[config.mk]
export PLATFORM = sky130hd
export DESIGN_NAME = alu_sequencer_flat
export DESIGN_NICKNAME = d
export VERILOG_FILES = /design/src/rtl/alu_sequencer_if.sv /design/src/rtl/alu_sequencer.sv /design/src/flat_wrapper.sv
export SDC_FILE = /design/constraint.sdc
export NUM_CORES = 1
export LEC_CHECK = 0
export CAP_MARGIN = 20
export CORE_MARGIN = 5
export CORE_UTILIZATION = 52
export CTS_BUF_LIST = sky130_fd_sc_hd__clkbuf_16
export DETAILED_ROUTE_END_ITERATION = 8
export GPL_TIMING_DRIVEN = 0
export PLACE_DENSITY = 0.92
export SLEW_MARGIN = 20
export SYNTH_ARGS = -nofsm -noshare
export SYNTH_HDL_FRONTEND = slang
export SYNTH_SLANG_ARGS = --single-unit
[constraint.sdc]
create_clock -name clk -period 4.7 [get_ports clk]
set_input_delay 0.705 -clock clk [delete_from_list [all_inputs] [get_ports clk]]
set_output_delay 0.705 -clock clk [all_outputs]
set_load 0.01 [all_outputs]
[src/rtl/alu_sequencer_if.sv]
// Handshake and unit-select bundle between the ALU sequencer and its
// requester/datapath. The master drives requests; the slave (the sequencer)
// drives status and the per-unit function selects.
interface alu_sequencer_if;
  logic       start;
  logic [5:0] Signal;
  logic       ready;
  logic       done;
  logic       illegal;
  logic [5:0] SignaltoALU;
  logic [5:0] SignaltoSHT;
  logic [5:0] SignaltoDIV;
  logic [5:0] SignaltoMUX;
  logic       div_start;
  logic       hilo_we;

  modport master (
    output start, Signal,
    input  ready, done, illegal,
    input  SignaltoALU, SignaltoSHT, SignaltoDIV, SignaltoMUX,
    input  div_start, hilo_we
  );

  modport slave (
    input  start, Signal,
    output ready, done, illegal,
    output SignaltoALU, SignaltoSHT, SignaltoDIV, SignaltoMUX,
    output div_start, hilo_we
  );
endinterface

[src/rtl/alu_sequencer.sv]
// Multi-cycle controller for the ALU datapath. Accepts one funct code per
// start/ready handshake, steers it to the ALU, shifter or divider, runs the
// DIVU iteration sequence, commits HiLo and reports done.
// All outputs except ready are registered: the value each output takes in a
// state is decided on the edge that enters that state.
module alu_sequencer #(
  parameter int         DIV_CYCLES = 32,
  parameter int         CNT_W      = 6,
  parameter logic [5:0] IDLE_SEL   = 6'b111111
) (
  input  logic            clk,
  input  logic            reset,
  alu_sequencer_if.slave  bus
);

  localparam logic [5:0] F_AND  = 6'b100100;
  localparam logic [5:0] F_OR   = 6'b100101;
  localparam logic [5:0] F_ADD  = 6'b100000;
  localparam logic [5:0] F_SUB  = 6'b100010;
  localparam logic [5:0] F_SLT  = 6'b101010;
  localparam logic [5:0] F_SLL  = 6'b000000;
  localparam logic [5:0] F_DIVU = 6'b011011;
  localparam logic [5:0] F_MFHI = 6'b010000;
  localparam logic [5:0] F_MFLO = 6'b010010;

  localparam logic [CNT_W-1:0] CNT_LAST = CNT_W'(DIV_CYCLES - 1);

  typedef enum logic [2:0] {IDLE, EXEC, DIV, HILO, DONE} state_t;

  state_t           state_q, state_d;
  logic [5:0]       op_q, op_d;
  logic [CNT_W-1:0] cnt_q, cnt_d;
  logic             done_q, done_d;
  logic             illegal_q, illegal_d;
  logic             div_start_q, div_start_d;
  logic             hilo_we_q, hilo_we_d;
  logic [5:0]       alu_q, alu_d;
  logic [5:0]       sht_q, sht_d;
  logic [5:0]       div_q, div_d;
  logic [5:0]       mux_q, mux_d;

  // ready is the only combinational output; it also reads 1 while reset is held
  assign bus.ready       = (state_q == IDLE) || !reset;
  assign bus.done        = done_q;
  assign bus.illegal     = illegal_q;
  assign bus.div_start   = div_start_q;
  assign bus.hilo_we     = hilo_we_q;
  assign bus.SignaltoALU = alu_q;
  assign bus.SignaltoSHT = sht_q;
  assign bus.SignaltoDIV = div_q;
  assign bus.SignaltoMUX = mux_q;

  // State, counter, op and registered outputs; reset overrides every transition
  always_ff @(posedge clk) begin
    if (!reset) begin
      state_q     <= IDLE;
      op_q        <= IDLE_SEL;
      cnt_q       <= '0;
      done_q      <= 1'b0;
      illegal_q   <= 1'b0;
      div_start_q <= 1'b0;
      hilo_we_q   <= 1'b0;
      alu_q       <= IDLE_SEL;
      sht_q       <= IDLE_SEL;
      div_q       <= IDLE_SEL;
      mux_q       <= IDLE_SEL;
    end else begin
      state_q     <= state_d;
      op_q        <= op_d;
      cnt_q       <= cnt_d;
      done_q      <= done_d;
      illegal_q   <= illegal_d;
      div_start_q <= div_start_d;
      hilo_we_q   <= hilo_we_d;
      alu_q       <= alu_d;
      sht_q       <= sht_d;
      div_q       <= div_d;
      mux_q       <= mux_d;
    end
  end

  // Next state plus the output values the next state must present
  always_comb begin
    state_d     = state_q;
    op_d        = op_q;
    cnt_d       = cnt_q;
    done_d      = 1'b0;
    illegal_d   = 1'b0;
    div_start_d = 1'b0;
    hilo_we_d   = 1'b0;
    alu_d       = IDLE_SEL;
    sht_d       = IDLE_SEL;
    div_d       = IDLE_SEL;
    mux_d       = IDLE_SEL;

    case (state_q)
      IDLE: begin
        if (bus.start) begin
          // Decode from the live code: op_q only becomes valid on this edge
          op_d = bus.Signal;
          case (bus.Signal)
            F_AND, F_OR, F_ADD, F_SUB, F_SLT: begin
              state_d = EXEC;
              done_d  = 1'b1;
              alu_d   = bus.Signal;
              mux_d   = bus.Signal;
            end
            F_SLL: begin
              state_d = EXEC;
              done_d  = 1'b1;
              sht_d   = bus.Signal;
              mux_d   = bus.Signal;
            end
            F_MFHI, F_MFLO: begin
              state_d = EXEC;
              done_d  = 1'b1;
              mux_d   = bus.Signal;
            end
            F_DIVU: begin
              state_d     = DIV;
              cnt_d       = '0;
              div_start_d = 1'b1;
              div_d       = bus.Signal;
            end
            default: begin
              // Unknown code: report it, but leave every unit deselected
              state_d   = EXEC;
              done_d    = 1'b1;
              illegal_d = 1'b1;
            end
          endcase
        end
      end
      EXEC: begin
        state_d = IDLE;
      end
      DIV: begin
        div_d = op_q;
        if (cnt_q == CNT_LAST) begin
          state_d   = HILO;
          cnt_d     = '0;
          hilo_we_d = 1'b1;
        end else begin
          cnt_d = cnt_q + CNT_W'(1);
        end
      end
      HILO: begin
        state_d = DONE;
        done_d  = 1'b1;
        mux_d   = op_q;
      end
      DONE: begin
        state_d = IDLE;
      end
      default: begin
        state_d = IDLE;
      end
    endcase
  end

endmodule
[src/flat_wrapper.sv]
// flat-port wrapper written by rule: the top's interface ports become plain ports
module alu_sequencer_flat 
#(
  parameter int         DIV_CYCLES = 32,
  parameter int         CNT_W      = 6,
  parameter logic [5:0] IDLE_SEL   = 6'b111111
)
  (clk, reset, bus_start, bus_Signal, bus_ready, bus_done, bus_illegal, bus_SignaltoALU, bus_SignaltoSHT, bus_SignaltoDIV, bus_SignaltoMUX, bus_div_start, bus_hilo_we);
  alu_sequencer_if bus_i ();
  input  logic clk;
  input  logic reset;
  input wire logic [$bits(bus_i.start)-1:0] bus_start;
  input wire logic [$bits(bus_i.Signal)-1:0] bus_Signal;
  output wire logic [$bits(bus_i.ready)-1:0] bus_ready;
  output wire logic [$bits(bus_i.done)-1:0] bus_done;
  output wire logic [$bits(bus_i.illegal)-1:0] bus_illegal;
  output wire logic [$bits(bus_i.SignaltoALU)-1:0] bus_SignaltoALU;
  output wire logic [$bits(bus_i.SignaltoSHT)-1:0] bus_SignaltoSHT;
  output wire logic [$bits(bus_i.SignaltoDIV)-1:0] bus_SignaltoDIV;
  output wire logic [$bits(bus_i.SignaltoMUX)-1:0] bus_SignaltoMUX;
  output wire logic [$bits(bus_i.div_start)-1:0] bus_div_start;
  output wire logic [$bits(bus_i.hilo_we)-1:0] bus_hilo_we;
  assign bus_i.start = bus_start;
  assign bus_i.Signal = bus_Signal;
  assign bus_ready = bus_i.ready;
  assign bus_done = bus_i.done;
  assign bus_illegal = bus_i.illegal;
  assign bus_SignaltoALU = bus_i.SignaltoALU;
  assign bus_SignaltoSHT = bus_i.SignaltoSHT;
  assign bus_SignaltoDIV = bus_i.SignaltoDIV;
  assign bus_SignaltoMUX = bus_i.SignaltoMUX;
  assign bus_div_start = bus_i.div_start;
  assign bus_hilo_we = bus_i.hilo_we;
  alu_sequencer #(.DIV_CYCLES(DIV_CYCLES), .CNT_W(CNT_W), .IDLE_SEL(IDLE_SEL)) u_core (.clk(clk), .reset(reset), .bus(bus_i));
endmodule
==> After elaboration in Yosys (flattened, before gate mapping) <==
Cells that the tools add are included.
{ "word_totals": {"elab_cells": 61, "ff_bits": 43} }
{ "classes": {"n_addsub": 1, "mux": 20, "eq_ne": 14, "n_reduce_logical": 15} }
{ "op_table": {"columns": ["op", "n"], "rows": [
  ["two-way mux 6 bit", 7],
  ["case mux 6 bit (2 select lines)", 3],
  ["== test 6 bit (second input constant)", 5],
  ["== test 6 x 5 -> 1 bit (second input constant)", 4],
  ["case mux 3 bit (3 select lines)", 1],
  ["OR reduction 9 bit", 1],
  ["AND reduction 4 bit", 2],
  ["OR reduction 8 bit", 1],
  ["adder 6 x 1 -> 6 bit (second input constant)", 1],
  ["== test 3 x 2 -> 1 bit (second input constant)", 2],
  ["logical NOT 6 bit", 1],
  ["two-way mux 3 bit", 2],
  ["AND reduction 2 bit", 3],
  ["AND reduction 3 bit", 2],
  ["two-way mux 1 bit", 5],
  ["OR reduction 5 bit", 1],
  ["inequality test 2 bit (second input constant)", 2],
  ["logical NOT 3 bit", 1],
  ["two-way mux 2 bit", 1],
  ["inequality test 2 x 1 -> 1 bit (second input constant)", 1],
  ["case mux 1 bit (2 select lines)", 1],
  ["nonzero test 2 bit", 1],
  ["logical NOT 1 bit", 1],
  ["logical OR 1 bit", 1]
]} }

==> Longest topological paths before layout <==
{ "logic_depth": {"depth_word": 5, "depth_mapped": 6, "ltp_nobuf": 5} }

==> Least setup slack after synthesis <==
Ideal clock, no wire load.
{ "synth_path": {"kind": "in2reg", "from": "input port bus_Signal[2]", "to": "register u_core.cnt_q[3]", "setup_ns": 0.142, "n_path_buf": 1, "path_slack_ns": 2.703, "path_stages": 5, "arrival_ns": 1.855, "path_cell_list": "buf_6 and4bb_2 a41oi_1 o31ai_1 o221ai_1"} }
{ "synth_between": {"elab_chain_cells": 3} }
{ "synth_lines": {"columns": ["item", "line_no", "rtl"], "rows": [
  ["start: declaration", "flat_wrapper.sv:13", "input wire logic [$bits(bus_i.Signal)-1:0] bus_Signal;"],
  ["== test 6 x 5 -> 1 bit", "alu_sequencer.sv:101", "case (bus.Signal)"],
  ["inequality test 2 bit (no line)", null, null],
  ["AND reduction 3 bit (no line)", null, null],
  ["end signal: assignment", "alu_sequencer.sv:70", "cnt_q <= cnt_d;"],
  ["end: declaration", "alu_sequencer.sv:32", "logic [CNT_W-1:0] cnt_q, cnt_d;"]
]} }
Every way passes these cells.
A chain may end at the register's enable or synchronous reset.

==> Worst setup path in the final report <==
{ "layout_path": {"from": "register u_core.state_q[1]", "to": "output port bus_ready"} }
{ "layout_between": {"elab_chain_cells": 2} }
{ "layout_lines": {"columns": ["item", "line_no", "rtl"], "rows": [
  ["start: declaration", "alu_sequencer.sv:30", "state_t state_q, state_d;"],
  ["start signal: assignment", "alu_sequencer.sv:68", "state_q <= state_d;"],
  ["logical NOT 3 bit", "alu_sequencer.sv:43", "assign bus.ready = (state_q == IDLE) || !reset;"],
  ["logical OR 1 bit", "alu_sequencer.sv:43", null],
  ["end: declaration", "flat_wrapper.sv:14", "output wire logic [$bits(bus_i.ready)-1:0] bus_ready;"]
]} }
Every way passes these cells.

==> flow_summary_export.csv <==
group,metric,value,unit
run_status,outcome,"finished, final reports clean",
clock_network,clk_latency,280,ps
synth,netlist_area,1579,um2
synth,ys_ff_latch,43,
power,ir_drop,0.0002321,V
global_routing,grt_overflow,0,
global_routing,antenna_found_initial,0,
final_layout,multi_input_area,645.6,um2
clock_network,path_clk_slew,60,ps
placement,place_area,1961,um2
floorplan,die_y,65.11,um
worst_setup_path,worstPathRequired,3990,ps
synth,synth_area_leaders,"dfxtp_1 55%, nand2_1 5.7%, mux2i_1 5.1%, nand4_1 2.4%, o22ai_1 2.4%",
global_routing,use_met1,0.2211,
route,viasPerCell,5.477,
route,drtAntennaViolNets,0,
floorplan,dieArea,4239,um2
global_routing,grt_pass1_vias,1232,
route,first_iter_violations,70,
synth,ys_seq_area_frac,0.5452,
clock_network,cts-resized-gates,0,
timing,fin_tns_setup,0,ps
synth,synth.distinct_cells,41,
synth,yosysTopAreaCellShare,0.5452,
floorplan,rows,20,
final_layout,fillers,212,
timing,finalSetupViolCount,0,
final_layout,fin_cells,237,
clock_network,cts-root-buf,"clkbuf_16",
worst_setup_path,crit_type,"reg -> out",
route,drc,0,
final_layout,regArea,860.8,um2
global_routing,groute.layer.met2.usage,0.2963,
timing,clock_skew,2.009,ps
route,wl_per_cell,14.35,um
placement,gp_congestion,0.9372,
synth,yosys_most_used_dff,"dfxtp_1",
final_layout,nets,213,
final_layout,final_cell_mix,"43 x dfxtp_1, 34 x clkdlybuf4s50_1, 24 x nand2_1",
clock_network,cts_setup_buffers,0,
final_layout,final_common_cell,"dfxtp_1",
route,wirelength,3.402,mm
timing,fmax,0.3624,GHz
clock_network,clkSinkCount,43,
timing,drv_slew,0,
worst_setup_path,worstPathMaxFanout,10,
job,cap_viol_max_count,0,
final_layout,syn_to_final_growth,32.88,%
floorplan,start_util,0.5303,
timing,post-route-period-util,0.5871,
placement,placed_cells,229,
power,power_leakage,0.7992,nW
timing,relSlewSlack,0.2845,
timing,max_slew.worst_pin.slew,1071,ps
synth,synth_edf_count,0,
route,vias,1298,
timing,rsz0062_at_grt,"false",
synth,async_flop_share,0,
final_layout,fin_util,0.7046,
final_layout,finalInstanceArea,2098,um2
timing,fin_crit,2759,ps
synth,synth_area_per_cell,9.747,um2
power,power-per-cell-area,356.3,nW/um2
floorplan,core,2978,um2
synth,synth_nets,172,
worst_setup_path,cp-end-kind,"primary output",
timing,hold_viol_final,0,
clock_network,cts_max_path_buffers,2,
worst_setup_path,setup.worst_path.start_class,"flip-flop",
final_layout,diodes,0,
global_routing,grt_max_degree,13,
floorplan,pin_count,38,
synth,synth_area_leader_cell,"dfxtp_1",
worst_setup_path,critical_path_arrival,2050,ps
global_routing,grt_pass1_wl,5.740,mm
clock_network,cts-htree-levels,2,
clock_network,cts-hold-fix-buffers,0,
global_routing,gr-max-usage-layer,"met2",
clock_network,cts_buffers,5,
global_routing,grt_util_met3,0.06325,
placement,port_buffers,34,
route,dr.pass1.iters,4,
synth,syn-instance-count,162,
synth,ys_warn_count,0,
placement,dp_hpwl,2.437,mm
hold_path,worst_hold_path_type,"reg -> reg",
final_layout,layout-drive-gt1-share,0.09314,
floorplan,die_w,65.11,um
clock_network,cts_tree,"yes",
global_routing,grt_usage,0.1809,
==> final cells by class <==
type | count | share of cell area
sequential | 43 | 0.4103
multi-input combinational | 105 | 0.3077
timing repair buffer | 34 | 0.1622
clock buffer | 5 | 0.05963
buffer | 9 | 0.02564
tap | 33 | 0.01968
inverter | 5 | 0.008945
clock inverter | 3 | 0.005963
==> kinds of logic (layout without fill, tap and decap cells) <==
group	Yosys count	in the layout	synth area share
AND/OR/NAND/NOR	71	71	0.2472
AO/OA/AOI/OAI	24	24	0.1006
other	1	1	0.002375
multiplexers	8	8	0.05072
adder cells (fa/ha/maj)	1	1	0.007923
buffers and inverters	14	56	0.04595
flip-flops	43	43	0.5452
==> report_power, final <==
part	internal [W]	total, W	switching (W)
sequential	0.000372	0.000376	0.00000375
combinational	0.0000265	0.0000570	0.0000305
clock	0.000191	0.000315	0.000123
==> worst paths after layout <==
check                               to  depth (start not counted)               from  slack (ps)
min reg2reg  u_core.bus.SignaltoDIV[2]                          2     u_core.op_q[2]         480
max                          bus_ready                          5  u_core.state_q[1]        1940
min          u_core.bus.SignaltoDIV[2]                          2     u_core.op_q[2]         480
max reg2reg            u_core.cnt_q[2]                          4  u_core.state_q[1]        2800
==> Yosys cell counts (all sizes together) (6+ instances only) <==
cell type / number
mux2i: 8
buf: 6
or3: 6
nand4: 6
nor2: 8
nand2: 24
nand3: 6
o22ai: 6
dfxtp: 43
==> worst max-delay path, stage by stage (launching register included) <==
cell and delay, ps:
dfxtp_1 310, buf_2 180, or2_2 280, clkbuf_1 190
o21ai_0 240, clkdlybuf4s50_1 570
==> routing by layer <==
layer,part of all wire,vias to the layer above,wire (um)
li1,-,646,-
met3,0.063,7,213
met1,0.42,599,1413
met5,0,-,0
met4,0.021,0,72
met2,0.50,46,1702
==> flip-flops by register name, indices dropped and copies added, names as in the netlist <==
signal                  cells
u_core.bus.SignaltoALU      6
u_core.bus.SignaltoDIV      6
u_core.bus.SignaltoMUX      6
u_core.bus.SignaltoSHT      6
u_core.bus.div_start        1
u_core.bus.done             1
u_core.bus.hilo_we          1
u_core.bus.illegal          1
u_core.cnt_q                6
u_core.op_q                 6
u_core.state_q              3
==> per-stage QoR <==
step                      hold slack (ps)   power, W  setup WS, ps
after global placement              455.2  0.0004382          1982
final                               478.3  0.0007477          1941
after detailed placement            459.7  0.0004399          1915
after global routing                509.7  0.0007839          1836
after CTS                           473.0  0.0007528          1909
after floorplan                     428.9  0.0004178          2703
(Power assumes the default switching activity.)
